File: src/rtl/key_tone_synth_if.sv
// key_tone_synth_if
//   Bundles the key_code stream and the voice outputs of key_tone_synth.
//   master : the producer side (song player / keyboard path / bench).
//            It drives key_code and observes the voice outputs.
//   slave  : the synth side. It consumes key_code and drives the voice outputs.
//   Signals:
//     key_code  [7:0]  scan code stream, 8'hF0 = release
//     note_on          gate
//     note_idx  [3:0]  last accepted note 1..8, 0 = none since reset
//     env_level [7:0]  envelope amplitude
//     audio_out [15:0] signed sample to the codec serialiser
interface key_tone_synth_if;
  logic [7:0]        key_code;
  logic              note_on;
  logic [3:0]        note_idx;
  logic [7:0]        env_level;
  logic signed [15:0] audio_out;

  modport master (
    output key_code,
    input  note_on,
    input  note_idx,
    input  env_level,
    input  audio_out
  );

  modport slave (
    input  key_code,
    output note_on,
    output note_idx,
    output env_level,
    output audio_out
  );
endinterface

File: src/rtl/key_tone_synth.sv
// key_tone_synth
//   Monophonic key-driven tone voice. The key_code stream is debounced by a
//   run-length filter. Accepted note codes open the gate and select a DDS
//   phase increment, and the release code 8'hF0 closes the gate. A square
//   wave taken from the phase MSB is scaled by a linear attack/release
//   envelope.
//   Ports:
//     clock    system clock, all state on posedge
//     reset_n  asynchronous active-low reset
//     bus      key_tone_synth_if.slave (key_code in; note_on, note_idx,
//              env_level, audio_out out, all registered)
module key_tone_synth #(
  parameter int         STABLE_CYC = 4,
  parameter int         ENV_DIV    = 50000,
  parameter logic [7:0] ATK_STEP   = 8'd16,
  parameter logic [7:0] REL_STEP   = 8'd4
) (
  input  logic            clock,
  input  logic            reset_n,
  key_tone_synth_if.slave bus
);

  // The counter tracks how many consecutive samples matched the previous one.
  // A run of STABLE_CYC identical samples therefore holds STABLE_CYC-1 matches.
  localparam int CNT_W = $clog2(STABLE_CYC);
  localparam int DIV_W = $clog2(ENV_DIV);
  localparam logic [CNT_W-1:0] CNT_LAST = CNT_W'(STABLE_CYC - 1);
  localparam logic [DIV_W-1:0] DIV_LAST = DIV_W'(ENV_DIV - 1);

  localparam logic [1:0] ST_IDLE    = 2'd0;
  localparam logic [1:0] ST_ATTACK  = 2'd1;
  localparam logic [1:0] ST_SUSTAIN = 2'd2;
  localparam logic [1:0] ST_RELEASE = 2'd3;

  localparam logic [7:0] CODE_REL = 8'hF0;

  // Map a scan code to {valid, note index, 24-bit phase increment}.
  function automatic logic [28:0] decode_note(input logic [7:0] code);
    logic [28:0] r;
    case (code)
      8'h2B:   r = {1'b1, 4'd1, 24'd88};
      8'h34:   r = {1'b1, 4'd2, 24'd99};
      8'h33:   r = {1'b1, 4'd3, 24'd111};
      8'h3B:   r = {1'b1, 4'd4, 24'd117};
      8'h42:   r = {1'b1, 4'd5, 24'd132};
      8'h4B:   r = {1'b1, 4'd6, 24'd148};
      8'h4C:   r = {1'b1, 4'd7, 24'd166};
      8'h52:   r = {1'b1, 4'd8, 24'd176};
      default: r = {1'b0, 4'd0, 24'd0};
    endcase
    return r;
  endfunction

  logic [7:0]       code_q, code_d;
  logic [CNT_W-1:0] cnt_q, cnt_d;
  logic [DIV_W-1:0] div_q, div_d;
  logic [1:0]       state_q, state_d;
  logic [7:0]       env_q, env_d;
  logic             note_on_q, note_on_d;
  logic [3:0]       idx_q, idx_d;
  logic [23:0]      inc_q, inc_d;
  logic [23:0]      phase_q, phase_d;
  logic [15:0]      audio_q, audio_d;

  logic        accept_s;
  logic [28:0] dec_s;
  logic        note_evt_s;
  logic        rel_evt_s;
  logic        tick_s;
  logic [8:0]  atk_sum_s;
  logic [15:0] mag_s;

  // Run-length filter: one acceptance strobe per stable run of key_code.
  always_comb begin
    code_d = bus.key_code;
    if (bus.key_code != code_q) begin
      cnt_d = '0;
    end else if (cnt_q != CNT_LAST) begin
      cnt_d = cnt_q + CNT_W'(1);
    end else begin
      cnt_d = cnt_q;
    end
    accept_s   = (cnt_d == CNT_LAST) && (cnt_q != CNT_LAST);
    dec_s      = decode_note(bus.key_code);
    note_evt_s = accept_s && dec_s[28];
    rel_evt_s  = accept_s && (bus.key_code == CODE_REL) &&
                 ((state_q == ST_ATTACK) || (state_q == ST_SUSTAIN));
  end

  // Voice control: gate events, envelope steps, DDS accumulation and output sample.
  always_comb begin
    state_d   = state_q;
    env_d     = env_q;
    note_on_d = note_on_q;
    idx_d     = idx_q;
    inc_d     = inc_q;

    tick_s = (div_q == DIV_LAST);
    if (tick_s) begin
      div_d = '0;
    end else begin
      div_d = div_q + DIV_W'(1);
    end

    // The accumulator advances with the increment in force before this edge.
    if (state_q != ST_IDLE) begin
      phase_d = phase_q + inc_q;
    end else begin
      phase_d = phase_q;
    end

    atk_sum_s = {1'b0, env_q} + {1'b0, ATK_STEP};

    // An event on a tick edge consumes that tick.
    if (note_evt_s) begin
      idx_d     = dec_s[27:24];
      inc_d     = dec_s[23:0];
      note_on_d = 1'b1;
      state_d   = ST_ATTACK;
    end else if (rel_evt_s) begin
      note_on_d = 1'b0;
      state_d   = ST_RELEASE;
    end else if (tick_s) begin
      case (state_q)
        ST_ATTACK: begin
          if (atk_sum_s >= 9'd255) begin
            env_d   = 8'd255;
            state_d = ST_SUSTAIN;
          end else begin
            env_d = atk_sum_s[7:0];
          end
        end
        ST_SUSTAIN: begin
          env_d = 8'd255;
        end
        ST_RELEASE: begin
          if (env_q <= REL_STEP) begin
            env_d   = 8'd0;
            state_d = ST_IDLE;
          end else begin
            env_d = env_q - REL_STEP;
          end
        end
        default: begin
          env_d = env_q;
        end
      endcase
    end else begin
      env_d = env_q;
    end

    mag_s = {1'b0, env_q, 7'b0};
    if (phase_q[23]) begin
      audio_d = 16'd0 - mag_s;
    end else begin
      audio_d = mag_s;
    end
  end

  // State registers with asynchronous clear.
  always_ff @(posedge clock or negedge reset_n) begin
    if (!reset_n) begin
      code_q    <= 8'd0;
      cnt_q     <= '0;
      div_q     <= '0;
      state_q   <= ST_IDLE;
      env_q     <= 8'd0;
      note_on_q <= 1'b0;
      idx_q     <= 4'd0;
      inc_q     <= 24'd0;
      phase_q   <= 24'd0;
      audio_q   <= 16'd0;
    end else begin
      code_q    <= code_d;
      cnt_q     <= cnt_d;
      div_q     <= div_d;
      state_q   <= state_d;
      env_q     <= env_d;
      note_on_q <= note_on_d;
      idx_q     <= idx_d;
      inc_q     <= inc_d;
      phase_q   <= phase_d;
      audio_q   <= audio_d;
    end
  end

  assign bus.note_on   = note_on_q;
  assign bus.note_idx  = idx_q;
  assign bus.env_level = env_q;
  assign bus.audio_out = audio_q;

endmodule
File: src/flat_wrapper.sv
// flat-port wrapper written by rule: the top's interface ports become plain ports
module key_tone_synth_flat 
#(
  parameter int         STABLE_CYC = 4,
  parameter int         ENV_DIV    = 50000,
  parameter logic [7:0] ATK_STEP   = 8'd16,
  parameter logic [7:0] REL_STEP   = 8'd4
)
  (clock, reset_n, bus_key_code, bus_note_on, bus_note_idx, bus_env_level, bus_audio_out);
  key_tone_synth_if bus_i ();
  input  logic clock;
  input  logic reset_n;
  input wire logic [$bits(bus_i.key_code)-1:0] bus_key_code;
  output wire logic [$bits(bus_i.note_on)-1:0] bus_note_on;
  output wire logic [$bits(bus_i.note_idx)-1:0] bus_note_idx;
  output wire logic [$bits(bus_i.env_level)-1:0] bus_env_level;
  output wire logic [$bits(bus_i.audio_out)-1:0] bus_audio_out;
  assign bus_i.key_code = bus_key_code;
  assign bus_note_on = bus_i.note_on;
  assign bus_note_idx = bus_i.note_idx;
  assign bus_env_level = bus_i.env_level;
  assign bus_audio_out = bus_i.audio_out;
  key_tone_synth #(.STABLE_CYC(STABLE_CYC), .ENV_DIV(ENV_DIV), .ATK_STEP(ATK_STEP), .REL_STEP(REL_STEP)) u_core (.clock(clock), .reset_n(reset_n), .bus(bus_i));
endmodule
File: config.mk
export PLATFORM = sky130hd
export DESIGN_NAME = key_tone_synth_flat
export DESIGN_NICKNAME = d
export VERILOG_FILES = /design/src/rtl/key_tone_synth_if.sv /design/src/rtl/key_tone_synth.sv /design/src/flat_wrapper.sv
export SDC_FILE = /design/constraint.sdc
export NUM_CORES = 1
export LEC_CHECK = 0
export ABC_AREA = 0
export CELL_PAD_IN_SITES_DETAIL_PLACEMENT = 1
export CELL_PAD_IN_SITES_GLOBAL_PLACEMENT = 1
export CORE_UTILIZATION = 45
export CTS_BUF_LIST = sky130_fd_sc_hd__clkbuf_4
export CTS_CLUSTER_DIAMETER = 40
export DETAILED_ROUTE_END_ITERATION = 10
export PLACE_DENSITY_LB_ADDON = 0.1
export SETUP_SLACK_MARGIN = 0.05
export SLEW_MARGIN = 20
export SYNTH_ARGS = -nofsm -noshare
export SYNTH_HDL_FRONTEND = slang
export SYNTH_SLANG_ARGS = --single-unit
File: constraint.sdc
create_clock -name clock -period 2.9 [get_ports clock]
set_clock_uncertainty 0.15 [all_clocks]
set_input_delay 0.87 -clock clock [delete_from_list [all_inputs] [get_ports clock]]
set_output_delay 0.87 -clock clock [all_outputs]
set_load 0.1 [all_outputs]
Yosys cells after proc, flatten, opt, wreduce, memory -nomap -nowiden
Cells that the tools add are included.
- flip-flop bits (word level): 105
- bits of input ports: 10
- output and inout bits: 29
- logic and storage cells: 66
- $add $sub $neg: 6
- order comparisons: 2
- equality and inequality tests: 18
- muxes and demuxes: 16
- bitwise logic cells: 2
- reductions and logical operators: 12
- operator list (operator ; number):
    29-bit case mux with 8 select lines ; 1
    8-bit by 6-bit equality test with 1-bit output (second input constant) ; 4
    8-bit by 7-bit equality test with 1-bit output (second input constant) ; 4
    16-bit two-way mux ; 2
    24-bit adder ; 1
    8-bit case mux with 3 select lines ; 1
    16-bit by 1-bit adder with 16-bit output (second input constant) ; 1
    16-bit equality test (second input constant) ; 1
    8-bit two-way mux ; 2
    1-bit by 15-bit subtractor with 16-bit output (first input constant) ; 1
    2-bit two-way mux ; 7
    8-bit by 5-bit adder with 9-bit output (second input constant) ; 1
    9-bit by 8-bit >= comparator with 1-bit output (second input constant) ; 1
    8-bit equality test (second input constant) ; 1
    8-bit by 3-bit less-or-equal comparator with 1-bit output (second input constant) ; 1
    8-bit inequality test ; 1
    4-bit AND reduction ; 2
    8-bit by 3-bit subtractor with 8-bit output (second input constant) ; 1
    2-bit equality test (second input constant) ; 3
    3-bit nonzero test ; 2
    1-bit logical AND ; 4
    4-bit by 1-bit inequality test with 1-bit output (second input constant) ; 1
    4-bit by 2-bit inequality test with 1-bit output (second input constant) ; 1
    2-bit case mux with 2 select lines ; 1
    8 further kinds ; 11

Logic depth before layout (Yosys ltp)
- word-level depth: 9
- depth in mapped cells: 9
- mapped depth without buffers: 9

Least setup slack after synthesis
OpenSTA, ideal clock, no wires.
- kind: reg-to-reg
- start: register u_core.env_q[4], in the netlist u_core.bus.env_level[4]
- end: register u_core.state_q[1]
- library setup time: 0.095 ns
- arrival: 2.575 ns
- data required time: 2.655 ns
- setup slack: 0.080 ns
- cell stages (with the launch flop): 10
- path buffers: 1
- period minus slack after synthesis: 2.820 ns
- path through: dfrtp_1 clkbuf_1 inv_1 ha_1 nand4b_1 a21o_1 o211ai_1 o2111ai_1 a211o_1 o31ai_1
- word-level cells in the longest chain between the ends: 4
- elaborated cells on any way between the ends: 6
- those cells by class: add/sub: 1; order compare: 2; eq/ne: 2; reduce/logical: 1
- RTL lines (element ; RTL line ; RTL):
    start: declaration ; key_tone_synth.sv:58 ; logic [7:0] env_q, env_d;
    start signal: assignment ; key_tone_synth.sv:178 ; env_q <= env_d;
    8-bit by 5-bit adder with 9-bit output ; key_tone_synth.sv:112 ; atk_sum_s = {1'b0, env_q} + {1'b0, ATK_STEP};
    9-bit by 8-bit >= comparator with 1-bit output ; key_tone_synth.sv:126 ; if (atk_sum_s >= 9'd255) begin
    4-bit by 2-bit inequality test with 1-bit output (no source line) ; n/a ;
    4-bit AND reduction (no source line) * ; n/a ;
    end signal: assignment ; key_tone_synth.sv:177 ; state_q <= state_d;
    end: declaration ; key_tone_synth.sv:57 ; logic [1:0] state_q, state_d;
Mark *: on every way between the ends. The rest lies on a longest branch, timed or not.
A chain may end at the register's enable or synchronous reset.

Worst setup path in the final report
- start: input bus_key_code[0]
- end: register u_core.idx_q[3], in the netlist u_core.bus.note_idx[3]
- word-level cells in the longest chain between the ends: 5
- elaborated cells on any way between the ends: 14
- those cells by class: eq/ne: 10; mux: 2; reduce/logical: 2
- RTL lines (element ; RTL line ; RTL):
    start: declaration ; flat_wrapper.sv:13 ; input wire logic [$bits(bus_i.key_code)-1:0] bus_key_code;
    8-bit inequality test ; key_tone_synth.sv:76 ; if (bus.key_code != code_q) begin
    2-bit two-way mux ; key_tone_synth.sv:76 ;
    2-bit equality test ; key_tone_synth.sv:83 ; accept_s = (cnt_d == CNT_LAST) && (cnt_q != CNT_LAST);
    1-bit logical AND ; key_tone_synth.sv:83 ;
    1-bit logical AND ; key_tone_synth.sv:85 ; note_evt_s = accept_s && dec_s[28];
    end signal: assignment ; key_tone_synth.sv:180 ; idx_q <= idx_d;
    end: declaration ; key_tone_synth.sv:60 ; logic [3:0] idx_q, idx_d;
Parallel ways exist; a longest one is shown, timed or not.

==> results_dict.tcl <==
set metrics [dict create \
    dieArea_um2 10500 \
    pin_count 39 \
    critPathRequiredTime_ns 3.10 \
    hold_viol 0 \
    io_buffers 31 \
    ant_nets 0 \
    cts_sinks 81 \
    nets 565 \
    hpwl_mm 7.97 \
    grt_max_degree 48 \
    synthMuxAreaShare_pct 1.16 \
    grt_remaining_overflow 0 \
    cts_max_level 3 \
    syn_inst 467 \
    synthTopCellsByCount "dfrtp_1 (81), nor2_1 (43), nand2_1 (37), xor2_1 (27)" \
    dpl_worst_slack_ns -0.607 \
    cts_root_buf "clkbuf_4" \
    grt_util_met3_pct 3.69 \
    ff2ff_setup_slack_ns 0.27 \
    ys_seq_area_share_pct 44.7 \
    synth-adder-area-share_pct 7.06 \
    fin_setup_tns_ns 0 \
    synth.top_cell.area_share_pct 44.7 \
    fmax_ghz 0.366 \
    areaGrowthSynthToFinish_pct 18.2 \
    synth_area_leaders "dfrtp_1 (45%), ha_1 (6.6%), xor2_1 (5.2%), xnor2_1 (3.7%), nor2_1 (3.6%)" \
    die_w_um 102 \
    clk_latency_ns 0.45 \
    final_area_um2 5360 \
    fin_hold_ws_ns 0.204 \
    layout_min_cycle_time_ns 2.73 \
    synth_warnings 0 \
    synth-simple-area-share_pct 19.6 \
    die_h_um 102 \
    place_congestion 0.785 \
    placed_cell_area_um2 5150 \
    netSwitchingFraction_pct 25.7 \
    coreArea_um2 9770 \
    syn_area_um2 4540 \
    p_switching_uw 560 \
    fillCellCount 1125 \
    vias 3614 \
    leakage_uw 0.00251 \
    clk_pin_slew_ns 0.13 \
    rows 36 \
    internal_power_uw 1620 \
    p_total_uw 2180 \
    cp.arrival_ns 2.94 \
    rsz0062_at_grt "true" \
    start_util_pct 46.4 \
    synth_top_family_by_area "simple AND/OR/NAND/NOR gates" \
    drt_first_pass_iters 4 \
    drv_slew 0 \
    combPwrFrac_pct 9.2 \
    grt_pass1_vias 3720 \
    ff_latch_area_um2 2030 \
    worstHoldPathType "in -> async" \
    wirelength_mm 10.9 \
    cap_viol_max_count 0 \
    synth-main-ff-cell "dfrtp_1" \
    pwr-share-seq_pct 55.4 \
    use_met2_pct 38.3 \
    yosysMostFrequentCell "dfrtp_1" \
    criticalPathCategory "in -> reg" \
    viasPerCell 5.40 \
    ir_worst_vdd_mv 0.178 \
    grtUsageTotal_pct 22.5 \
    cts_buffers 9 \
    synth_compound_area_share_pct 13.6 \
    synthXorXnorAreaFrac_pct 8.88 \
    post-synth-top-area-cell "dfrtp_1" \
    multi_input_area_um2 2350 \
    post_drt_wl_per_cell_um 16.3 \
    slew_headroom_pct 62.9 \
    drc_errors 0 \
    start_kind "input port" \
    outcome "completed" \
    path_max_fanout 9 \
    clk_path_buf_depth 2 \
    setup_viol 0 \
    ys_seq_elements 81 \
    avgSynthCellArea_um2 9.72 \
    cts_tree "built" \
    synth_async_sr_flop_share_pct 100 \
    power_density_nw_per_um2 407 \
    grt_pass1_wl_mm 18.1 \
    clockPowerShare_pct 35.4 \
    drt_iter0_drc 107 \
    cp-end-kind "register" \
    grtUsageMet1_pct 28.8 \
    antenna_found_initial 1 \
    grt.busiest_layer "met2" \
    period_share_pct 94.3 \
    synth_edf_count 0 \
    drive_gt1_share_pct 17.6 \
    synth_cell_types 61 \
    layout_setup_ws_ns 0.166 \
    worst_slew_pin_slew_ns 0.551 \
]
-- power groups by stage --
stage / clock [uW] / combinational (uW) / sequential [uW]
6_report: 772 / 201 / 1210
5_1_grt: 843 / 220 / 1220
4_1_cts: 794 / 198 / 1210
3_5_place_dp: 0 / 197 / 1230
3_3_place_gp: 0 / 191 / 1230
2_1_floorplan: 0 / 122 / 1220
-- logic make-up after synthesis --
kind of cell | count (synthesis)
AND/OR/NAND/NOR | 170
AO/OA/AOI/OAI | 93
flip-flops | 81
XOR/XNOR | 46
buffers and inverters | 46
adder cells (fa/ha/maj) | 25
multiplexers | 5
other | 1
-- sequential cells by signal, indices dropped and copies added (netlist names) --
register	flops
u_core.bus.audio_out	9
u_core.state_q	2
u_core.phase_q	24
u_core.code_q	8
u_core.bus.note_idx	4
u_core.inc_q	8
u_core.cnt_q	2
u_core.bus.note_on	1
u_core.bus.env_level	7
u_core.div_q	16
-- worst max-delay path, stage by stage --
cell and delay, ns:
clkdlybuf4s50_1 0.41, buf_6 0.15, or3b_2 0.51, o22ai_4 0.22, a221oi_4 0.12, nor2_1 0.18
buf_4 0.16, mux2_2 0.32
-- final cells by class --
cell class	instances	share of cell area (%)
Antenna cell	1	0.0467
Clock buffer	12	1.68
Clock inverter	4	1.26
Inverter	20	1.40
Multi-Input combinational cell	346	43.8
Sequential cell	81	37.8
Tap cell	133	3.10
Timing Repair Buffer	72	10.9
-- timing repair --
item	CTS	global route
setup endpoints to repair	12	17
buffers inserted	0	0
pin swaps	0	6
hold buffers	0	0
resized for setup	2	10
-- placed cells by master, fill, tap and decap left out, drive strengths merged, types with 9 or more instances in the layout --
master   n
dfrtp   81
buf     64
nor2    43
nand2   37
xor2    27
o21ai   26
ha      24
inv     20
xnor2   19
nand3   18
a21oi   17
nor3    12
clkbuf  12
and3     9
o21a     9
-- per-stage QoR --
step / util (%) / instances
after detailed placement: 52.7 / 652
after floorplan: - / 473
after global placement: 52.7 / 652
final: 54.9 / 669
after global routing: 54.9 / 669
after CTS: 54.3 / 668
-- routing by layer --
layer,up-vias,share of wire [%]
met5,-,0
met4,0,1.8
met3,15,2.5
met2,41,51
met1,1809,45
li1,1749,-
-- worst paths after layout --
path,from,to,cells after the start
worst min register to register,u_core.phase_q[17],u_core.phase_q[17],1
worst max-delay path,bus_key_code[0],u_core.bus.note_idx[3],8
worst max register to register,u_core.phase_q[1],u_core.phase_q[19],7
worst min-delay path,reset_n,u_core.bus.audio_out[11],1
min in group clock,u_core.phase_q[17],u_core.phase_q[17],1
max in group asynchronous,reset_n,u_core.phase_q[10],2
Power figures use the tool's default switching activity.
